[src/rtl/hyperbus_pkg.sv]
// Shared types and constants for the HyperBus DDR input deserializer.
package hyperbus_pkg;

  localparam int unsigned WordWidth = 16;

  typedef enum logic [1:0] {
    StIdle,
    StArm,
    StCapture
  } cap_state_e;

endpackage

[src/rtl/hyperbus_ddr_in_fifo.sv]
// Output buffer for the DDR deserializer: power-of-two ring with a registered head word.
module hyperbus_ddr_in_fifo
  import hyperbus_pkg::*;
#(
  parameter int unsigned          Depth = 4,
  parameter logic [WordWidth-1:0] Init  = '0
) (
  input  logic                       clk_i,
  input  logic                       rst_ni,
  input  logic                       clear_i,
  input  logic                       push_i,
  input  logic [WordWidth-1:0]       data_i,
  input  logic                       ready_i,
  output logic [WordWidth-1:0]       data_o,
  output logic                       valid_o,
  output logic [$clog2(Depth):0]     fill_o,
  output logic                       drop_o
);

  localparam int unsigned PtrW = $clog2(Depth);
  localparam int unsigned CntW = PtrW + 1;

  logic [WordWidth-1:0] mem_q [Depth];
  logic [PtrW-1:0]      wr_ptr_q, rd_ptr_q, rd_after;
  logic [CntW-1:0]      count_q, count_d, cnt_after_pop;
  logic [WordWidth-1:0] data_q, data_d;
  logic                 valid_q, valid_d;
  logic                 full, pop, do_push;

  assign full    = (count_q == CntW'(Depth));
  assign pop     = valid_q & ready_i;
  assign do_push = push_i & (~full | pop);
  assign drop_o  = push_i & full & ~pop & ~clear_i;

  // The head register only sees words already stored before this edge, so a push
  // into an empty buffer shows up on valid_o one edge later (no bypass).
  always_comb begin
    rd_after      = rd_ptr_q + PtrW'(pop);
    cnt_after_pop = count_q - CntW'(pop);
    count_d       = count_q + CntW'(do_push) - CntW'(pop);
    valid_d       = (cnt_after_pop != '0);
    data_d        = valid_d ? mem_q[rd_after] : data_q;
  end

  always_ff @(posedge clk_i) begin
    if (do_push && !clear_i) begin
      mem_q[wr_ptr_q] <= data_i;
    end
  end

  always_ff @(posedge clk_i or negedge rst_ni) begin
    if (!rst_ni) begin
      wr_ptr_q <= '0;
      rd_ptr_q <= '0;
      count_q  <= '0;
      valid_q  <= 1'b0;
      data_q   <= Init;
    end else if (clear_i) begin
      wr_ptr_q <= '0;
      rd_ptr_q <= '0;
      count_q  <= '0;
      valid_q  <= 1'b0;
    end else begin
      wr_ptr_q <= wr_ptr_q + PtrW'(do_push);
      rd_ptr_q <= rd_after;
      count_q  <= count_d;
      valid_q  <= valid_d;
      data_q   <= data_d;
    end
  end

  assign data_o  = data_q;
  assign valid_o = valid_q;
  assign fill_o  = count_q;

endmodule

[src/rtl/hyperbus_ddr_in_deser.sv]
// HyperBus DDR input deserializer: captures dq on both clock edges into 16-bit words.
// Define HYPERBUS_DDR_IN_OVF_CNT_EN to build the saturating dropped-word counter.
module hyperbus_ddr_in_deser
  import hyperbus_pkg::*;
#(
  parameter int unsigned FifoDepth = 4,
  parameter logic [15:0] Init      = 16'h0000
) (
  input  logic                       clk_i,
  input  logic                       rst_ni,
  input  logic                       en_i,
  input  logic                       clear_i,
  input  logic [7:0]                 dq_i,
  output logic [15:0]                data_o,
  output logic                       valid_o,
  input  logic                       ready_i,
  output logic                       overflow_o,
  output logic [$clog2(FifoDepth):0] fill_o,
  output logic [7:0]                 ovf_cnt_o
);

  logic [7:0] rise_q, fall_q;
  cap_state_e state_q;
  logic       push, drop, overflow_q;

  always_ff @(posedge clk_i or negedge rst_ni) begin
    if (!rst_ni) rise_q <= Init[15:8];
    else         rise_q <= dq_i;
  end

  always_ff @(negedge clk_i or negedge rst_ni) begin
    if (!rst_ni) fall_q <= Init[7:0];
    else         fall_q <= dq_i;
  end

  // ARM lets the enabling cycle's half-word go by; pushes start one edge later.
  always_ff @(posedge clk_i or negedge rst_ni) begin
    if (!rst_ni) begin
      state_q <= StIdle;
    end else if (clear_i) begin
      state_q <= StIdle;
    end else begin
      unique case (state_q)
        StIdle:    if (en_i) state_q <= StArm;
        StArm:     state_q <= StCapture;
        StCapture: if (!en_i) state_q <= StIdle;
        default:   state_q <= StIdle;
      endcase
    end
  end

  assign push = (state_q == StCapture);

  hyperbus_ddr_in_fifo #(
    .Depth (FifoDepth),
    .Init  (Init)
  ) u_fifo (
    .clk_i   (clk_i),
    .rst_ni  (rst_ni),
    .clear_i (clear_i),
    .push_i  (push),
    .data_i  ({rise_q, fall_q}),
    .ready_i (ready_i),
    .data_o  (data_o),
    .valid_o (valid_o),
    .fill_o  (fill_o),
    .drop_o  (drop)
  );

  always_ff @(posedge clk_i or negedge rst_ni) begin
    if (!rst_ni)      overflow_q <= 1'b0;
    else if (clear_i) overflow_q <= 1'b0;
    else if (drop)    overflow_q <= 1'b1;
  end

  assign overflow_o = overflow_q;

`ifdef HYPERBUS_DDR_IN_OVF_CNT_EN
  logic [7:0] ovf_cnt_q;

  always_ff @(posedge clk_i or negedge rst_ni) begin
    if (!rst_ni)                          ovf_cnt_q <= 8'h00;
    else if (clear_i)                     ovf_cnt_q <= 8'h00;
    else if (drop && ovf_cnt_q != 8'hFF)  ovf_cnt_q <= ovf_cnt_q + 8'h01;
  end

  assign ovf_cnt_o = ovf_cnt_q;
`else
  assign ovf_cnt_o = 8'h00;
`endif

endmodule

[config.mk]
export PLATFORM = sky130hd
export DESIGN_NAME = hyperbus_ddr_in_deser
export DESIGN_NICKNAME = d
export VERILOG_FILES = /design/src/rtl/hyperbus_pkg.sv /design/src/rtl/hyperbus_ddr_in_fifo.sv /design/src/rtl/hyperbus_ddr_in_deser.sv
export SDC_FILE = /design/constraint.sdc
export NUM_CORES = 1
export LEC_CHECK = 0
export ABC_AREA = 1
export BUFFER_PORTS_ARGS = -buffer_cell sky130_fd_sc_hd__buf_2
export CAP_MARGIN = 25
export CORE_MARGIN = 2
export CORE_UTILIZATION = 60
export CTS_BUF_LIST = sky130_fd_sc_hd__clkbuf_2 sky130_fd_sc_hd__clkbuf_4 sky130_fd_sc_hd__clkbuf_8
export DETAILED_ROUTE_END_ITERATION = 12
export GPL_TIMING_DRIVEN = 0
export PLACE_DENSITY = 0.81
export SLEW_MARGIN = 0
export SYNTH_ARGS = -nofsm -noshare
export SYNTH_HDL_FRONTEND = slang
export SYNTH_SLANG_ARGS = --single-unit
[constraint.sdc]
create_clock -name clk_i -period 2.8 [get_ports clk_i]
set_input_delay 0.14 -clock clk_i [delete_from_list [all_inputs] [get_ports clk_i]]
set_output_delay 0.14 -clock clk_i [all_outputs]
set_load 0.05 [all_outputs]
==> report_table.html <==
<table>
<tr><th>Metric</th><th>Value</th></tr>
<tr><th colspan="2">Outcome</th></tr>
<tr><td>Result of the run</td><td>finished clean</td></tr>
<tr><th colspan="2">STA</th></tr>
<tr><td>Setup violations, final</td><td>0</td></tr>
<tr><td>Minimum clock period</td><td>2053 ps</td></tr>
<tr><td>Setup skew after layout</td><td>19.08 ps</td></tr>
<tr><td>Number of hold-slack violations in the final timing report</td><td>0</td></tr>
<tr><td>Worst slew pin tran</td><td>952.6 ps</td></tr>
<tr><td>Count of final max-slew check failures</td><td>0</td></tr>
<tr><td>Post-route setup TNS</td><td>0 ps</td></tr>
<tr><td>RSZ-0062 raised after global routing</td><td>no</td></tr>
<tr><td>Fmax</td><td>487.1 MHz</td></tr>
<tr><td>Portion of the clock cycle consumed by the worst path in the final layout</td><td>0.7332</td></tr>
<tr><td>Max-Slew Margin vs Limit</td><td>0.3642</td></tr>
<tr><td>Tightest hold margin</td><td>24.86 ps</td></tr>
<tr><th colspan="2">Yosys</th></tr>
<tr><td>Most instantiated library cell after synthesis</td><td>sky130_fd_sc_hd__nand2_1</td></tr>
<tr><td>Leading post-synthesis cells by cell area</td><td>sky130_fd_sc_hd__edfxtp_1 45%, sky130_fd_sc_hd__dfrtp_1 21%, sky130_fd_sc_hd__nand2_1 18%</td></tr>
<tr><td>Share of flip-flops with an asynchronous set or reset</td><td>0.4019</td></tr>
<tr><td>Total of warnings raised by yosys</td><td>0</td></tr>
<tr><td>Cell type with the highest aggregate area in the netlist</td><td>sky130_fd_sc_hd__edfxtp_1</td></tr>
<tr><td>Proportion of netlist area held by the largest area contributor</td><td>0.4522</td></tr>
<tr><td>Post-synthesis cell count</td><td>389</td></tr>
<tr><td>Cell types with the highest counts after synthesis</td><td>207 x sky130_fd_sc_hd__nand2_1, 64 x sky130_fd_sc_hd__edfxtp_1, 35 x sky130_fd_sc_hd__dfrtp_1</td></tr>
<tr><td>Most used flip-flop cell after synthesis</td><td>sky130_fd_sc_hd__edfxtp_1</td></tr>
<tr><td>Cell Area, Synth</td><td>0.004250 mm²</td></tr>
<tr><td>Number of synthesized flops with an enable pin</td><td>64</td></tr>
<tr><td>Distinct cell type count of the synthesized netlist</td><td>25</td></tr>
<tr><td>Yosys reg bits</td><td>107</td></tr>
<tr><td>Average cell area after synthesis</td><td>10.93 µm²</td></tr>
<tr><td>Seq/Total Area, Yosys</td><td>0.7053</td></tr>
<tr><th colspan="2">Worst setup path</th></tr>
<tr><td>Buffering stage count on the worst path with inverters included</td><td>3</td></tr>
<tr><td>Startpoint class of the critical path</td><td>input port</td></tr>
<tr><td>Cell chain of the critical path</td><td>dlygate4sd3_1 -&gt; buf_6 -&gt; inv_1 -&gt; nand3_1 -&gt; nor2_2</td></tr>
<tr><td>Data required time of the worst path</td><td>2780 ps</td></tr>
<tr><td>Maximum fanout along the worst path</td><td>16</td></tr>
<tr><td>Critical Path Start</td><td>clear_i</td></tr>
<tr><td>Max incr delay on CP</td><td>790 ps</td></tr>
<tr><td>Kind of end point of the critical path</td><td>flip-flop</td></tr>
<tr><td>Worst reg2reg startpoint</td><td>state_q[0]$_DFFE_PN0P_</td></tr>
<tr><td>Arrival time reported for the critical path endpoint</td><td>2030 ps</td></tr>
<tr><td>Slowest library cell on the worst path</td><td>sky130_fd_sc_hd__nor2_2</td></tr>
<tr><td>CP Class</td><td>in -&gt; reg</td></tr>
<tr><td>Cell family with the largest share of critical-path delay</td><td>simple AND/OR/NAND/NOR gates</td></tr>
<tr><th colspan="2">Die</th></tr>
<tr><td>Height of the die</td><td>88.17 µm</td></tr>
<tr><td>Die area</td><td>0.007773 mm²</td></tr>
<tr><td>Row Count</td><td>30</td></tr>
<tr><td>Total core area</td><td>0.006832 mm²</td></tr>
<tr><td>I/O pin total</td><td>42</td></tr>
<tr><td>Die X</td><td>88.17 µm</td></tr>
<tr><td>Initial cell density of the core</td><td>0.6222</td></tr>
<tr><th colspan="2">Route</th></tr>
<tr><td>Routed len/inst</td><td>13.82 µm</td></tr>
<tr><td>Highest metal layer with signal wires</td><td>met4</td></tr>
<tr><td>Initial DRC Count</td><td>267</td></tr>
<tr><td>Vias</td><td>2672</td></tr>
<tr><td>Length of routed met3 wiring</td><td>431 µm</td></tr>
<tr><td>Antenna viol nets, final</td><td>0</td></tr>
<tr><td>WL met1</td><td>3.246 mm</td></tr>
<tr><td>DRC violations left</td><td>0</td></tr>
<tr><td>TritonRoute pass-1 iters</td><td>4</td></tr>
<tr><td>Routed length on met2</td><td>3.820 mm</td></tr>
<tr><td>Routed via count divided by cell count</td><td>4.849</td></tr>
<tr><td>Total Routed Length</td><td>7.613 mm</td></tr>
<tr><th colspan="2">Power and ir drop</th></tr>
<tr><td>Power per cell area</td><td>912.5 mW/mm²</td></tr>
<tr><td>Static leakage</td><td>0.002290 µW</td></tr>
<tr><td>Max rail drop VDD</td><td>0.7187 mV</td></tr>
<tr><th colspan="2">CTS</th></tr>
<tr><td>Number of buffers on the longest clock path</td><td>2</td></tr>
<tr><td>Post-CTS Hold Fix Bufs</td><td>10</td></tr>
<tr><td>H-Tree Depth</td><td>3</td></tr>
<tr><td>CTS Sinks</td><td>107</td></tr>
<tr><td>TritonCTS clock tree</td><td>done</td></tr>
<tr><td>Post-CTS Setup Bufs</td><td>0</td></tr>
<tr><td>CTS Root Buffer Type</td><td>sky130_fd_sc_hd__clkbuf_8</td></tr>
<tr><td>Number of buffers added by the clock tree synthesis step</td><td>9</td></tr>
<tr><td>Clock slew at reported path FFs</td><td>100 ps</td></tr>
<tr><td>Post_cts resized</td><td>0</td></tr>
<tr><td>Insertion delay to the later sink of the worst-skew pair</td><td>350 ps</td></tr>
<tr><th colspan="2">Finish</th></tr>
<tr><td>Final core utilization</td><td>0.7150</td></tr>
<tr><td>Share of post-route cells with drive strength above 1</td><td>0.1758</td></tr>
<tr><td>Post-layout net count</td><td>470</td></tr>
<tr><td>Fin area</td><td>0.004885 mm²</td></tr>
<tr><td>Syn-to-layout area delta</td><td>14.92%</td></tr>
<tr><td>Final cell count without fillers</td><td>551</td></tr>
<tr><td>Antenna Cells</td><td>0</td></tr>
<tr><th colspan="2">Place</th></tr>
<tr><td>RD Place Congestion</td><td>0.7750</td></tr>
<tr><td>Port buffer count</td><td>32</td></tr>
<tr><td>Placement-stage cell area</td><td>0.004567 mm²</td></tr>
<tr><td>Instance count after placement with tap cells included</td><td>524</td></tr>
<tr><td>HPWL after detailed placement</td><td>4.774 mm</td></tr>
<tr><th colspan="2">Global routing</th></tr>
<tr><td>Grt total ovfl</td><td>0</td></tr>
<tr><td>Number of global-route vias before repair</td><td>2528</td></tr>
<tr><td>Antenna violations before repair</td><td>0</td></tr>
<tr><td>Maximum number of pins on one net before global-route repair</td><td>44</td></tr>
<tr><td>Wire length of the first global-routing pass</td><td>12.06 mm</td></tr>
<tr><td>Overall Global Routing Usage</td><td>0.2156</td></tr>
<tr><th colspan="2">Worst hold path</th></tr>
<tr><td>Type of the most critical hold path</td><td>in -&gt; reg</td></tr>
<tr><td>Hold Startpoint</td><td>en_i</td></tr>
<tr><th colspan="2">Flow run</th></tr>
<tr><td>Max cap viols</td><td>0</td></tr>
</table>
cell families after synthesis:
| group | Yosys count | share of synthesized area |
|---|---|---|
| AOI/OAI and AO/OA | 5 | 0.006475 |
| buffers and inverters | 39 | 0.05417 |
| adders and majority gates | 7 | 0.02237 |
| other | 1 | 0.0008823 |
| DFF | 107 | 0.7053 |
| and+or+nand+nor | 230 | 0.2108 |
registers in the layout (all words and copies together) (netlist names):
name and flops:
fall_q 8, u_fifo.data_o 16, rise_q 8, state_q 2, u_fifo.rd_ptr_q 2, overflow_o 1, u_fifo.mem_q 64, u_fifo.wr_ptr_q 2
u_fifo.fill_o 3, u_fifo.valid_o 1
per-stage QoR:
step / setup slack, ps / power, µW
floorplan: 682.8 / 3165
global placement: 435.3 / 3504
detailed placement: 480.8 / 3555
CTS: 328.6 / 4481
global route: 576.4 / 4727
finish: 746.9 / 4457
tightest hold or removal path, cell delays in order:
cell and delay, ps:
sky130_fd_sc_hd__buf_2 90, sky130_fd_sc_hd__nand2_1 70, sky130_fd_sc_hd__nor3_1 40
path summary, 6_finish.rpt:
path                                                 end  cells after the start  slack [ps]
max in group asynchronous            fall_q[0]$_DFF_NN0_                      3         780
hold reg to reg                   state_q[0]$_DFFE_PN0P_                      1         450
hold / removal                    state_q[0]$_DFFE_PN0P_                      3          20
setup / recovery            u_fifo.mem_q[0][0]$_DFFE_PP_                      5         750
setup reg to reg            u_fifo.mem_q[0][0]$_DFFE_PP_                      3         750
min in group asynchronous  u_fifo.data_o[11]$_DFFE_PN0P_                      2         210
power by group:
group | total (µW) | internal (µW) | switching [µW]
logic | 1600 | 440 | 1170
registers | 1920 | 1830 | 89.2
clock network | 929 | 445 | 484
placed cells by master (no fill, tap or decap), types with 3 or more instances in the layout:
cell type                         n
sky130_fd_sc_hd__nand2_1        207
sky130_fd_sc_hd__conb_1           8
sky130_fd_sc_hd__inv_1           16
sky130_fd_sc_hd__nor2_2           4
sky130_fd_sc_hd__nand3_1          3
sky130_fd_sc_hd__buf_2           37
sky130_fd_sc_hd__dfrtn_1          8
sky130_fd_sc_hd__clkbuf_4         3
sky130_fd_sc_hd__buf_4           10
sky130_fd_sc_hd__dfrtp_1         35
sky130_fd_sc_hd__dlygate4sd3_1   10
sky130_fd_sc_hd__buf_6            5
sky130_fd_sc_hd__clkbuf_8         9
sky130_fd_sc_hd__edfxtp_1        64
sky130_fd_sc_hd__nor2_1           7
sky130_fd_sc_hd__a21oi_1          3
sky130_fd_sc_hd__ha_1             6
cell type report:
class	count	area, µm²
sequential	107	2998
fill	476	1947
multi-input combinational	250	1059
timing repair buffer	43	280.3
buffer	20	156.4
clock buffer	12	146.4
tap	96	120.1
inverter	19	73.82
clock inverter	4	51.30
per-layer routing:
metal | vias up | track usage
li1 | 1341 | -
met1 | 1221 | 0.2753
met2 | 97 | 0.3513
met3 | 13 | 0.04807
met4 | 0 | 0.1061
met5 | - | 0
(Power assumes the default switching activity.)
